`src/rtl/ppm16_rx_pkg.sv`:
```
// Shared types and helpers for the PPM16 receive-session controller.
package ppm16_rx_pkg;

    // state       | meaning
    // S_IDLE      | demod held in reset, waiting for enable
    // S_RST_DEMOD | demod reset pulse, RESET_CYCLES long
    // S_ARM       | one-cycle rx_start to demod, search timer cleared
    // S_SEARCH    | waiting for packet detect, timeout triggers retry
    // S_RECEIVE   | packing demod nibbles into bytes
    // S_FLUSH     | emitting a leftover nibble, draining the output byte
    // S_DONE      | one-cycle pkt_done
    typedef enum logic [2:0] {
        S_IDLE,
        S_RST_DEMOD,
        S_ARM,
        S_SEARCH,
        S_RECEIVE,
        S_FLUSH,
        S_DONE
    } rx_state_t;

    localparam int RESET_CYCLES  = 2;
    localparam int RST_CNT_BITS  = 2;
    localparam int THR_CALC_BITS = 8;

    function automatic logic [THR_CALC_BITS-1:0] thr_step(
        input logic [THR_CALC_BITS-1:0] thr,
        input logic [THR_CALC_BITS-1:0] min_thr
    );
        return (thr > min_thr) ? thr - 1'b1 : min_thr;
    endfunction

endpackage

```
`src/rtl/ppm16_nibble_packer.sv`:
```
// Packs 4-bit demod symbols into bytes behind a one-entry valid/ready register.
module ppm16_nibble_packer (
    input  logic       clk,
    input  logic       reset,
    input  logic       abort,
    input  logic       clear,
    input  logic       nib_valid,
    input  logic [3:0] nib,
    input  logic       flush,
    input  logic       byte_ready,
    output logic       byte_valid,
    output logic [7:0] byte_data,
    output logic       overflow_err,
    output logic       odd_nibble,
    output logic       drained
);

    logic [3:0] hi;
    logic       pend;
    logic       room;

    // The held byte leaving this cycle frees the register for a same-cycle load.
    assign room    = !byte_valid || byte_ready;
    assign drained = !pend && room;

    always_ff @(posedge clk) begin
        if (reset) begin
            hi           <= '0;
            pend         <= 1'b0;
            byte_valid   <= 1'b0;
            byte_data    <= '0;
            overflow_err <= 1'b0;
            odd_nibble   <= 1'b0;
        end else if (abort) begin
            pend       <= 1'b0;
            byte_valid <= 1'b0;
        end else begin
            if (clear) begin
                overflow_err <= 1'b0;
                odd_nibble   <= 1'b0;
            end
            if (byte_valid && byte_ready) begin
                byte_valid <= 1'b0;
            end
            if (nib_valid) begin
                if (!pend) begin
                    hi   <= nib;
                    pend <= 1'b1;
                end else begin
                    pend <= 1'b0;
                    if (room) begin
                        byte_data  <= {hi, nib};
                        byte_valid <= 1'b1;
                    end else begin
                        overflow_err <= 1'b1;
                    end
                end
            end else if (flush && pend && room) begin
                byte_data  <= {hi, 4'h0};
                byte_valid <= 1'b1;
                pend       <= 1'b0;
                odd_nibble <= 1'b1;
            end
        end
    end

endmodule

```
`src/rtl/ppm16_rx_ctrl.sv`:
```
// Receive-session sequencer for ppm16_demod: reset/arm/search with threshold-stepping retries.
module ppm16_rx_ctrl
    import ppm16_rx_pkg::*;
#(
    parameter int CHIP_BITS    = 2,
    parameter int TIMEOUT_BITS = 16
) (
    input  logic                    clk,
    input  logic                    reset,
    input  logic                    enable,
    input  logic [CHIP_BITS-1:0]    cfg_threshold,
    input  logic [CHIP_BITS-1:0]    cfg_min_threshold,
    input  logic [TIMEOUT_BITS-1:0] cfg_search_timeout,
    input  logic [3:0]              cfg_max_retries,
    output logic                    demod_resetn,
    output logic                    demod_rx_start,
    output logic [CHIP_BITS-1:0]    demod_corr_threshold,
    input  logic                    demod_packet_detected,
    input  logic                    demod_dout_valid,
    input  logic [3:0]              demod_dout,
    output logic                    byte_valid,
    output logic [7:0]              byte_data,
    input  logic                    byte_ready,
    output logic                    busy,
    output logic                    pkt_done,
    output logic                    timeout_err,
    output logic                    overflow_err,
    output logic                    odd_nibble
);

    rx_state_t               state;
    logic [RST_CNT_BITS-1:0] rst_cnt;
    logic [TIMEOUT_BITS-1:0] timer;
    logic [3:0]              retries;

    logic abort;
    logic clear;
    logic nib_valid;
    logic flush;
    logic drained;
    logic timeout_hit;

    assign abort       = (state != S_IDLE) && !enable;
    assign clear       = (state == S_IDLE) && enable;
    assign nib_valid   = (state == S_RECEIVE) && demod_dout_valid;
    assign flush       = (state == S_FLUSH);
    assign timeout_hit = (cfg_search_timeout != '0) && (timer == cfg_search_timeout);

    ppm16_nibble_packer u_packer (
        .clk          (clk),
        .reset        (reset),
        .abort        (abort),
        .clear        (clear),
        .nib_valid    (nib_valid),
        .nib          (demod_dout),
        .flush        (flush),
        .byte_ready   (byte_ready),
        .byte_valid   (byte_valid),
        .byte_data    (byte_data),
        .overflow_err (overflow_err),
        .odd_nibble   (odd_nibble),
        .drained      (drained)
    );

    always_ff @(posedge clk) begin
        if (reset) begin
            state                <= S_IDLE;
            rst_cnt              <= '0;
            timer                <= '0;
            retries              <= '0;
            demod_resetn         <= 1'b0;
            demod_rx_start       <= 1'b0;
            demod_corr_threshold <= '0;
            busy                 <= 1'b0;
            pkt_done             <= 1'b0;
            timeout_err          <= 1'b0;
        end else begin
            demod_rx_start <= 1'b0;
            pkt_done       <= 1'b0;
            if (abort) begin
                state        <= S_IDLE;
                timer        <= '0;
                demod_resetn <= 1'b0;
                busy         <= 1'b0;
            end else begin
                case (state)
                    S_IDLE: begin
                        if (enable) begin
                            demod_corr_threshold <= cfg_threshold;
                            retries              <= '0;
                            timeout_err          <= 1'b0;
                            rst_cnt              <= '0;
                            busy                 <= 1'b1;
                            state                <= S_RST_DEMOD;
                        end
                    end
                    S_RST_DEMOD: begin
                        if (rst_cnt == RST_CNT_BITS'(RESET_CYCLES - 1)) begin
                            demod_resetn   <= 1'b1;
                            demod_rx_start <= 1'b1;
                            state          <= S_ARM;
                        end else begin
                            rst_cnt <= rst_cnt + 1'b1;
                        end
                    end
                    S_ARM: begin
                        timer <= '0;
                        state <= S_SEARCH;
                    end
                    S_SEARCH: begin
                        if (demod_packet_detected) begin
                            state <= S_RECEIVE;
                        end else if (timeout_hit) begin
                            if (retries < cfg_max_retries) begin
                                retries              <= retries + 1'b1;
                                demod_corr_threshold <= CHIP_BITS'(thr_step(
                                    THR_CALC_BITS'(demod_corr_threshold),
                                    THR_CALC_BITS'(cfg_min_threshold)));
                                demod_resetn         <= 1'b0;
                                rst_cnt              <= '0;
                                state                <= S_RST_DEMOD;
                            end else begin
                                timeout_err <= 1'b1;
                                pkt_done    <= 1'b1;
                                state       <= S_DONE;
                            end
                        end else if (timer != '1) begin
                            timer <= timer + 1'b1;
                        end
                    end
                    S_RECEIVE: begin
                        if (!demod_packet_detected) begin
                            state <= S_FLUSH;
                        end
                    end
                    S_FLUSH: begin
                        if (drained) begin
                            pkt_done <= 1'b1;
                            state    <= S_DONE;
                        end
                    end
                    S_DONE: begin
                        demod_resetn <= 1'b0;
                        busy         <= 1'b0;
                        state        <= S_IDLE;
                    end
                    default: begin
                        demod_resetn <= 1'b0;
                        busy         <= 1'b0;
                        state        <= S_IDLE;
                    end
                endcase
            end
        end
    end

endmodule
```
`config.mk`:
```
export PLATFORM = sky130hd
export DESIGN_NAME = ppm16_rx_ctrl
export DESIGN_NICKNAME = d
export VERILOG_FILES = /design/src/rtl/ppm16_rx_pkg.sv /design/src/rtl/ppm16_nibble_packer.sv /design/src/rtl/ppm16_rx_ctrl.sv
export SDC_FILE = /design/constraint.sdc
export NUM_CORES = 1
export LEC_CHECK = 0
export ABC_AREA = 1
export CAP_MARGIN = 20
export CORE_MARGIN = 3
export CORE_UTILIZATION = 54
export CTS_CLUSTER_DIAMETER = 80
export DETAILED_ROUTE_END_ITERATION = 10
export HOLD_SLACK_MARGIN = 0.12
export PLACE_DENSITY_LB_ADDON = 0.1
export SYNTH_ARGS = -nofsm -noshare
export SYNTH_HDL_FRONTEND = slang
export SYNTH_SLANG_ARGS = --single-unit
```
`constraint.sdc`:
```
create_clock -name clk -period 2.1 [get_ports clk]
set_clock_uncertainty 0.05 [all_clocks]
set_input_delay 0.42 -clock clk [delete_from_list [all_inputs] [get_ports clk]]
set_output_delay 0.42 -clock clk [all_outputs]
set_load 0.01 [all_outputs]
```
## Word-level counts from Yosys, hierarchy flattened

Index checks and enable logic that the tools add are counted.

- Output and inout port bits: 18
- Latch bits: 0
- Bits in read-only memories: 0
- Bits of input ports: 34
- Memories kept: 0
- Flip-flop bits (word level): 48
- Memory bits (writable): 0

- $add $sub $neg: 4
- Div/mod/pow operators: 0
- Reductions and logical operators: 32
- Muxes and demuxes: 66
- Multipliers: 0
- Eq/ne operators: 22
- Shifts and indexed selects: 0
- Bitwise logic cells: 5
- Magnitude comparators: 2

Operators with widths:

| cell | number |
|---|---|
| $mux W16 | 3 |
| $mux W8 | 4 |
| $pmux W16 S2 | 1 |
| $mux W1 | 29 |
| $ne A2 B2 Y1 const B | 11 |
| $mux W3 | 7 |
| $mux W2 | 10 |
| $pmux W3 S6 | 1 |
| $add A16 B1 Y16 const B | 1 |
| $eq A16 B16 Y1 | 1 |
| $mux W4 | 4 |
| $ne A16 B16 Y1 const B | 1 |
| $reduce_bool A16 Y1 | 1 |
| $reduce_and A6 Y1 | 2 |
| $reduce_and A5 Y1 | 2 |
| $logic_and A1 B1 Y1 | 8 |
| $pmux W4 S2 | 1 |
| $reduce_and A4 Y1 | 2 |
| $reduce_and A7 Y1 | 1 |
| $eq A3 B2 Y1 const B | 2 |
| $eq A3 B3 Y1 const B | 2 |
| $pmux W1 S2 | 3 |
| $pmux W2 S3 | 1 |
| $reduce_bool A2 Y1 | 3 |
| 22 further kinds | 30 |

## Depth between registers and ports, before layout

Gate-level depths: netlist of run 1.

- Depth after elaboration: 6
- Gate-level depth with buffers: 12
- Depth with buffers taken out: 12

## By module

A second synthesis of run 1 with hierarchy kept.

- Cell total of the unflattened synthesis: 500
- Area total of the unflattened synthesis: 3168.0 um2

By module, submodules not included:

| module | cells an instance | instances | area each (um2) | sequential area each (um2) |
|---|---|---|---|---|
| ppm16_rx_ctrl | 399 | 1 | 2396.0 | 640.6 |
| ppm16_nibble_packer | 101 | 1 | 772.0 | 320.3 |

## Worst setup path after synthesis of run 1

OpenSTA, ideal clock, no wires.

- Kind: input -> register
- Start: input port cfg_max_retries[1]
- End: register rst_cnt[0]
- Required time: 1.936 ns
- Path slack: 0.347 ns
- Arrival: 1.590 ns
- Cell stages on the path: 9
- Path buffers: 0
- Path through: inv_1 > ha_1 > a21boi_0 > o21bai_1 > nand3_1 > nand2_1 > nand3_2 > a21oi_1 > nor2_1

- Cells in the longest elaborated chain, start to end: 3

RTL lines:

| element | line | RTL |
|---|---|---|
| start: declaration | ppm16_rx_ctrl.sv:14 | `input logic [3:0] cfg_max_retries,` |
| $lt A4 B4 Y1 | ppm16_rx_ctrl.sv:114 | `if (retries < cfg_max_retries) begin` |
| $ne A2 B2 Y1 (no line) | - |  |
| $reduce_and A7 Y1 (no line) | - |  |
| end signal: assignment | ppm16_rx_ctrl.sv:103 | `rst_cnt <= rst_cnt + 1'b1;` |
| end: declaration | ppm16_rx_ctrl.sv:32 | `logic [RST_CNT_BITS-1:0] rst_cnt;` |

Every way passes these cells.
A chain may end at the register's enable or synchronous reset.

## Worst setup path in the final report of run 1

- Start: input port cfg_search_timeout[11]
- End: register demod_corr_threshold[0]

- Cells in the longest elaborated chain, start to end: 4
- Elaborated cells between the ends (all ways): 5
- Those cells by class: eq/ne (2); reduce/logical (3)

RTL lines:

| element | line | RTL |
|---|---|---|
| start: declaration | ppm16_rx_ctrl.sv:13 | `input logic [TIMEOUT_BITS-1:0] cfg_search_timeout,` |
| $eq A16 B16 Y1 / $reduce_bool A16 Y1 (equally long branches) | ppm16_rx_ctrl.sv:47 | `assign timeout_hit = (cfg_search_timeout != '0) && (timer == cfg_search_timeout);` |
| $logic_and A1 B1 Y1 * | ppm16_rx_ctrl.sv:47 |  |
| $ne A2 B2 Y1 (no line) * | - |  |
| $reduce_and A6 Y1 (no line) * | - |  |
| end signal: assignment | ppm16_rx_ctrl.sv:89 | `demod_corr_threshold <= cfg_threshold;` |
| end signal: assignment | ppm16_rx_ctrl.sv:116 | `demod_corr_threshold <= CHIP_BITS'(thr_step(` |
| end: declaration | ppm16_rx_ctrl.sv:17 | `output logic [CHIP_BITS-1:0] demod_corr_threshold,` |

Mark *: on every way between the ends. The rest lies on a longest branch, timed or not.

==> results.md, run 1 <==
- FP Rows: 27
- Top post-synthesis cells by area: dfxtp_1 (31%), nand2_1 (17%), nor2_1 (10%), inv_1 (8.2%), nand4_1 (6.2%)
- Gpl congestion: 0.928
- Final worst slack: 0.162 ns
- Commonest cells post-synth: nand2_1 (143), nor2_1 (84), inv_1 (69)
- Synthesized flop and latch total: 48
- Syn avg cell area: 6.18 um2
- Drt pass-1 iters: 5
- H-tree levels: 2
- Top-area cell type share of the netlist area: 0.306
- Final Max Tran Viols: 0
- Inst Count DP: 650
- Die W: 82.3 um
- Hold Path Depth: 2
- Part of the cycle the worst path needs: 0.923
- Die Ht: 82.3 um
- Hold path endpoint: u_packer.byte_data[3]$_SDFFE_PP0P_
- Diode count: 0
- Status: finished, final reports clean
- I/O pin count: between 50 and 60
- Antenna violations before repair: 0
- Clock latency reported for the late side of the worst-skew pair: 0.31 ns
- CTS max path bufs: 2
- Total GRT Usage: 0.250
- Worst hold path type: reg -> reg
- Post-synth top flop: dfxtp_1
- R2r worst-path depth: 9
- Hold Slack: 0.416 ns
- CTS sink cnt: 48
- Pin count of the biggest net entering global routing: 17
- Initial DRC Count: 170
- Routed Antenna Nets: 0
- Most common cell in the netlist: nand2_1
- CTS clk-pin slew, worst paths: 0.10 ns
- Netlist Area Pre-Place: ~3100 um2
- TritonCTS Buffers: 5
- Worst R2R Setup Slack: 0.18 ns
- Max-cap violations: 0
- Core area: 5570 um2
- Peak supply drop: approximately 500 uV
- Crit path max fanout: 8
- RR Endpoint: timer[2]$_SDFFE_PP0P_
- Final Instance Count excl. Fillers: 658
- Rel. slew slack: 0.824
- Synth Warn #: 0
- DRC violations left: 0
- DR vias/cell: 5.20
- Hold Crit Start: u_packer.byte_data[3]$_SDFFE_PP0P_
- Minimum clock period: 1.94 ns
- Ys async rst share: 0
- CP endpoint kind: flip-flop
- Total Power: 3040 uW
- Via count: around 3,400
- Post-DP HPWL: 6280 um
- Vias in the first global route: 3,212
- Post-Route WL: around 8000 um
- Drt wl/cell: 12.1 um
- First-pass GRT wire length: 13,400 um
- Final setup viols: 0
- Unrepaired setup endpoints after global routing: no
- Seq/Total Area, Yosys: 0.306
- Crit path DAT: 2.10 ns
- Multi-input logic area: approximately 1900 um2
- Worst Tran Pin Value: ~0.26 ns
- Post-synthesis cell type count: 31
- Fmax: 516 MHz
- Power density over cell area: roughly 750 nW/um2
- Layout net count: 627
- Worst Setup Path Type: in -> reg
- RR Startpoint: timer[0]$_SDFFE_PP0P_
- EDFF count, synth: 0
- Leakage Power: 0.00178 uW
- Final Hold Violating Endpoints: 0
- Critical path launch point type: primary input
- Fraction of layout instances using a drive strength above 1: 0.104
- Area leader, netlist: dfxtp_1
- WP data required: 2.26 ns
- Syn Inst Count: ~510
- CTS root buffer: clkbuf_8
- Sequential cell area: 961 um2
- CTS tree: yes
- Syn_nets: 550
- Pre-CTS WS: -0.188 ns
- Setup Fix Bufs, Post-CTS: 0
- FILL cells: 511
- Area growth, synth to finish: 29.9%
- Die area: a little under 7000 um2
- PortBufs: 51
- Setup_tns: 0 ns
- Initial core utilization: 0.563
- Global route total overflow: 0
==> final cells by class <==
cell class,count,area share
well taps,72,0.0221
inverters,74,0.0681
multi-input cells,375,0.456
repair buffers,81,0.185
flip-flops and latches,48,0.236
clock buffers,5,0.0169
clock inverters,3,0.0169
==> cells by family after synthesis <==
| group | share of synthesized area |
|---|---|
| simple gates | 0.433 |
| fa+ha+maj | 0.0319 |
| xor+xnor | 0.0251 |
| buf+inv | 0.107 |
| mux | 0.00319 |
| flops | 0.306 |
| compound gates | 0.0940 |
==> worst max-delay path: stages <==
cell             delay [ns]
clkdlybuf4s50_1        0.47
inv_1                  0.06
nand2_1                0.06
nand2_1                0.05
nor2_1                 0.11
nand2_1                0.08
nor2_2                 0.24
nand3_2                0.16
nand2_4                0.15
nand3_4                0.12
nor2b_1                0.13
nor2_1                 0.05
==> what timing repair did <==
item                                    in CTS  in global routing
resized for setup                            0                  8
hold buffers                                 0                  0
endpoints found under the hold margin        0                  0
endpoints found under the setup margin       0                  5
==> report_power, final <==
| part | switching, uW | internal (uW) |
|---|---|---|
| sequential | 81.6 | 1020 |
| combinational | 654 | 467 |
| clock | 342 | 480 |
| total | 1080 | 1960 |
==> metrics by stage <==
step           area, um2  utilization
6_report            4080        0.732
5_1_grt             4080        0.732
2_1_floorplan       3140            -
3_3_place_gp        3920        0.703
4_1_cts             4060        0.728
3_5_place_dp        3920        0.703
==> layout by cell type, fill, tap and decap left out, types with 7 or more instances in the layout <==
| master | n |
|---|---|
| xor2_1 | 7 |
| dfxtp_1 | 48 |
| clkdlybuf4s50_1 | 50 |
| ha_1 | 8 |
| nand2_1 | 142 |
| nor2_1 | 84 |
| nand3_1 | 23 |
| nand4_1 | 31 |
| inv_1 | 69 |
| o21ai_0 | 16 |
| buf_4 | 28 |
| a21oi_1 | 34 |
==> metal layers <==
| metal | wire [um] | track usage | part of all wire | vias up |
|---|---|---|---|---|
| li1 | - | - | - | 1769 |
| met1 | 3520 | 0.293 | 0.44 | 1560 |
| met2 | 3990 | 0.453 | 0.50 | 75 |
| met3 | 339 | 0.0423 | 0.042 | 15 |
| met4 | 140 | 0.0864 | 0.018 | 0 |
| met5 | 0 | 0 | 0 | - |
==> worst max path at each step <==
stage	cells after the start	to	startpoint
CTS	12	retries[0]$_SDFFE_PP0P_	cfg_max_retries[1]
floorplan	9	rst_cnt[0]$_SDFFE_PP0P_	cfg_max_retries[1]
global placement	11	demod_corr_threshold[0]$_SDFFE_PP0P_	cfg_max_retries[1]
finish	12	demod_corr_threshold[0]$_SDFFE_PP0P_	cfg_search_timeout[11]
detailed placement	12	retries[0]$_SDFFE_PP0P_	cfg_max_retries[1]
global route	12	demod_corr_threshold[0]$_SDFFE_PP0P_	cfg_search_timeout[15]
==> registers in the layout, indices dropped and copies added, names as in the netlist, 2 cells and up <==
| signal | cells |
|---|---|
| u_packer.hi | 4 |
| u_packer.byte_data | 8 |
| timer | 16 |
| state | 3 |
| retries | 4 |
| demod_corr_threshold | 2 |
| rst_cnt | 2 |
Note: power is estimated with default switching activity, not from simulation.
==> inputs of run 2 (changes only) <==
--- a/config.mk
+++ b/config.mk
@@ -13,6 +13,7 @@
 export DETAILED_ROUTE_END_ITERATION = 10
 export HOLD_SLACK_MARGIN = 0.12
 export PLACE_DENSITY_LB_ADDON = 0.1
+export SLEW_MARGIN = 0
 export SYNTH_ARGS = -nofsm -noshare
 export SYNTH_HDL_FRONTEND = slang
 export SYNTH_SLANG_ARGS = --single-unit
==> results of run 2 <==
Same layout as run 1: the final DEF is identical, and so are final timing and power.
==> inputs of run 3 (changes only) <==
--- a/config.mk
+++ b/config.mk
@@ -6,13 +6,14 @@
 export NUM_CORES = 1
 export LEC_CHECK = 0
 export ABC_AREA = 1
-export CAP_MARGIN = 20
+export CAP_MARGIN = 30
+export CORE_ASPECT_RATIO = 1.75
 export CORE_MARGIN = 3
 export CORE_UTILIZATION = 54
 export CTS_CLUSTER_DIAMETER = 80
 export DETAILED_ROUTE_END_ITERATION = 10
 export HOLD_SLACK_MARGIN = 0.12
-export PLACE_DENSITY_LB_ADDON = 0.1
+export PLACE_DENSITY = 0.81
 export SLEW_MARGIN = 0
 export SYNTH_ARGS = -nofsm -noshare
 export SYNTH_HDL_FRONTEND = slang
==> run 3 against run 2 <==
Compared with the run above:
- die area grew 0.54%
- final cell count is 1.1% higher
- sequential share of layout area decreased by 0.086 points
- wire length grew 14%
- power shrank 4.9%
- utilization increased by 0.12 points
- clock power is 27% lower
- setup slack got worse by 0.055 ns
- count of clock-buffer cells in the layout did not move
- design area is 0.37% higher
- critical path type unchanged
- largest power group unchanged
==> results.md, run 3 (same netlist as run 1, synthesis figures left out) <==
- Clock share of power: 0.207 (-0.063)
- Post-Route WL: 9100 um (+14%)
- Drt pass-1 iters: 6 (+1)
- CTS max path bufs: 2 (unchanged)
- Max-cap violations: 0 (unchanged)
- Rel. slew slack: 0.799 (-0.0248)
- Hold path endpoint: u_packer.byte_data[2]$_SDFFE_PP0P_
- R2r worst-path depth: 8 (-1)
- H-tree levels: 2 (unchanged)
- Final worst slack: 0.107 ns (-0.0552 ns)
- Vias in the first global route: 3,534 (+10%)
- Routed Antenna Nets: 0 (unchanged)
- Drt wl/cell: 13.7 um (+13%)
- Core area: 5590 um2 (+0.20%)
- Crit path DAT: 2.16 ns (+0.06 ns)
- Pin count of the biggest net entering global routing: 20 (+3)
- TritonCTS Buffers: 5 (unchanged)
- Die area: 6800 um2 (+0.54%)
- Global route total overflow: 0 (unchanged)
- Seq pwr share: 0.382 (+0.021)
- P_int: 1740 uW (-11%)
- FILL cells: 534 (+4.5%)
- Worst Setup Path Type: in -> reg
- CTS root buffer: clkbuf_8
- Critical path launch point type: primary input
- Fmax: 502 MHz (-2.8%)
- Layout net count: 630 (+0.48%)
- Pre-CTS WS: -0.307 ns (-0.120 ns)
- Worst R2R Setup Slack: 0.21 ns (+0.03 ns)
- Status: finished, final reports clean
- Diode count: 0 (unchanged)
- Peak supply drop: 651 uV (+30%)
- Initial DRC Count: 286 (+68%)
- DR vias/cell: 5.45 (+4.9%)
- Final Hold Violating Endpoints: 0 (unchanged)
- Final setup viols: 0 (unchanged)
- Final instance area: 4100 um2 (+0.37%)
- CTS clk-pin slew, worst paths: 0.11 ns (about the same)
- Sw frac: 0.398 (+0.0431)
- Hold Path Depth: 2 (unchanged)
- Most flops, register: timer
- Inst Count DP: 655 (+0.77%)
- Minimum clock period: 1.99 ns (+0.0552 ns)
- Net Switching: 1150 uW (+6.7%)
- Part of the cycle the worst path needs: 0.949 (+0.0263)
- Max reg flops: 16 (unchanged)
- Post-DP HPWL: 6980 um (+11%)
- Cell Area, Placed: 3930 um2 (+0.32%)
- Die W: 63.7 um (-23%)
- CP endpoint kind: flip-flop
- Fraction of layout instances using a drive strength above 1: 0.119 (+0.0147)
- Power density over cell area: 706 nW/um2 (-5.2%)
- Combinational power share: 0.411 (+0.042)
- I/O pin count: 52 (unchanged)
- Leakage Power: 0.00177 uW (-0.62%)
- PortBufs: 51 (unchanged)
- Worst hold path type: reg -> reg
- Area growth, synth to finish: 30.4%
- FP Rows: 36 (+33%)
- Clock latency reported for the late side of the worst-skew pair: 0.31 ns (about the same)
- Final Max Tran Viols: 0 (unchanged)
- Crit path max fanout: 6 (-2)
- Biggest registers after layout: timer x16, u_packer.byte_data x8
- RR Startpoint: timer[7]$_SDFFE_PP0P_
- RR Endpoint: timer[10]$_SDFFE_PP0P_
- Hold-fix buffers at CTS: 0 (unchanged)
- Commonest cells after routing, fill and taps aside: nand2_1 (141), nor2_1 (83), inv_1 (69)
- Final Instance Count excl. Fillers: 665 (+1.1%)
- Total GRT Usage: 0.272 (+0.0226)
- CTS sink cnt: 48 (unchanged)
- Initial core utilization: 0.562 (-0.00114)
- First-pass GRT wire length: 14,900 um (+11%)
- Die Ht: 107 um (+30%)
- Commonest non-fill, non-tap cell in the layout: nand2_1
- WP data required: 2.27 ns (about the same)
- DRC violations left: 0 (unchanged)
- Hold Crit Start: u_packer.byte_data[2]$_SDFFE_PP0P_
- Antenna violations before repair: 0 (unchanged)
- Worst Tran Pin Value: 0.300 ns (+0.0366 ns)
- Via count: 3,623 (+6.0%)
- CTS tree: yes
- Gpl congestion: 0.971 (+4.7%)
==> run 3: cell types whose count changed in the layout (fill, tap and decap cells not counted), moves of 2 or more <==
cell | before | now
a21oi_2 | 1 | 3
buf_4 | 28 | 31
bufinv_16 | 2 | 0
a21oi_1 | 34 | 32
==> run 3: per-stage QoR <==
stage / util / hold WS (ns) / total power, uW / TNS [ns]
final: 0.733 / 0.420 / 2890 / 0
after CTS: 0.721 / 0.425 / 2840 / 0
after global placement: 0.704 / 0.388 / 2200 / -2.64
after global routing: 0.733 / 0.438 / 3090 / -0.0217
after floorplan: - / 0.415 / 1830 / 0
after detailed placement: 0.704 / 0.407 / 2230 / -4.62
==> run 3: final cells by class <==
class,count,area [um2],share of cell area
timing repair buffer,84,774,0.189
tap,76,95.1,0.0232
clock inverter,3,25.0,0.00611
sequential,48,961,0.235
multi-input combinational,375,1890,0.462
inverter,74,278,0.0678
clock buffer,5,68.8,0.0168
==> run 3: worst max path at each step <==
stage | depth (start not counted) | slack [ns] | from | end
floorplan | 9 | 0.35 | cfg_max_retries[1] | rst_cnt[0]$_SDFFE_PP0P_
global placement | 10 | -0.21 | cfg_max_retries[1] | demod_corr_threshold[0]$_SDFFE_PP0P_
detailed placement | 10 | -0.31 | cfg_max_retries[1] | rst_cnt[0]$_SDFFE_PP0P_
CTS | 12 | 0.07 | cfg_max_retries[1] | state[0]$_SDFFE_PP0P_
global route | 13 | -0.02 | cfg_search_timeout[6] | rst_cnt[1]$_SDFFE_PP0P_
finish | 11 | 0.11 | cfg_max_retries[1] | demod_resetn$_SDFFE_PP0P_
==> run 3: per-layer routing <==
metal	part of all wire	track usage
met1	0.35	0.247
met2	0.54	0.530
met3	0.048	0.0472
met4	0.066	0.179
met5	0	0
==> run 3: power groups by stage <==
stage	Combinational [uW]	Clock, uW	Sequential (uW)
final	1190	599	1110
after global routing	1330	636	1120
after CTS	1130	609	1100
after detailed placement	1110	0	1120
after global placement	1080	0	1120
after floorplan	709	0	1120
==> run 3: repair_timing <==
| action | 4_1_cts | 5_1_grt |
|---|---|---|
| pin swaps | 0 | 9 |
| resized for setup | 1 | 14 |
| endpoints found under the setup margin | 1 | 14 |
| setup buffers | 0 | 2 |
==> run 3: critical path, stage by stage <==
cell and delay [ns]:
clkdlybuf4s50_1 0.47, inv_1 0.04, ha_1 0.27, a21boi_2 0.16
o21bai_2 0.17, nand3_2 0.14, nand2_4 0.15, buf_4 0.12
nand3_1 0.09, nand3_1 0.09, nand2_1 0.04
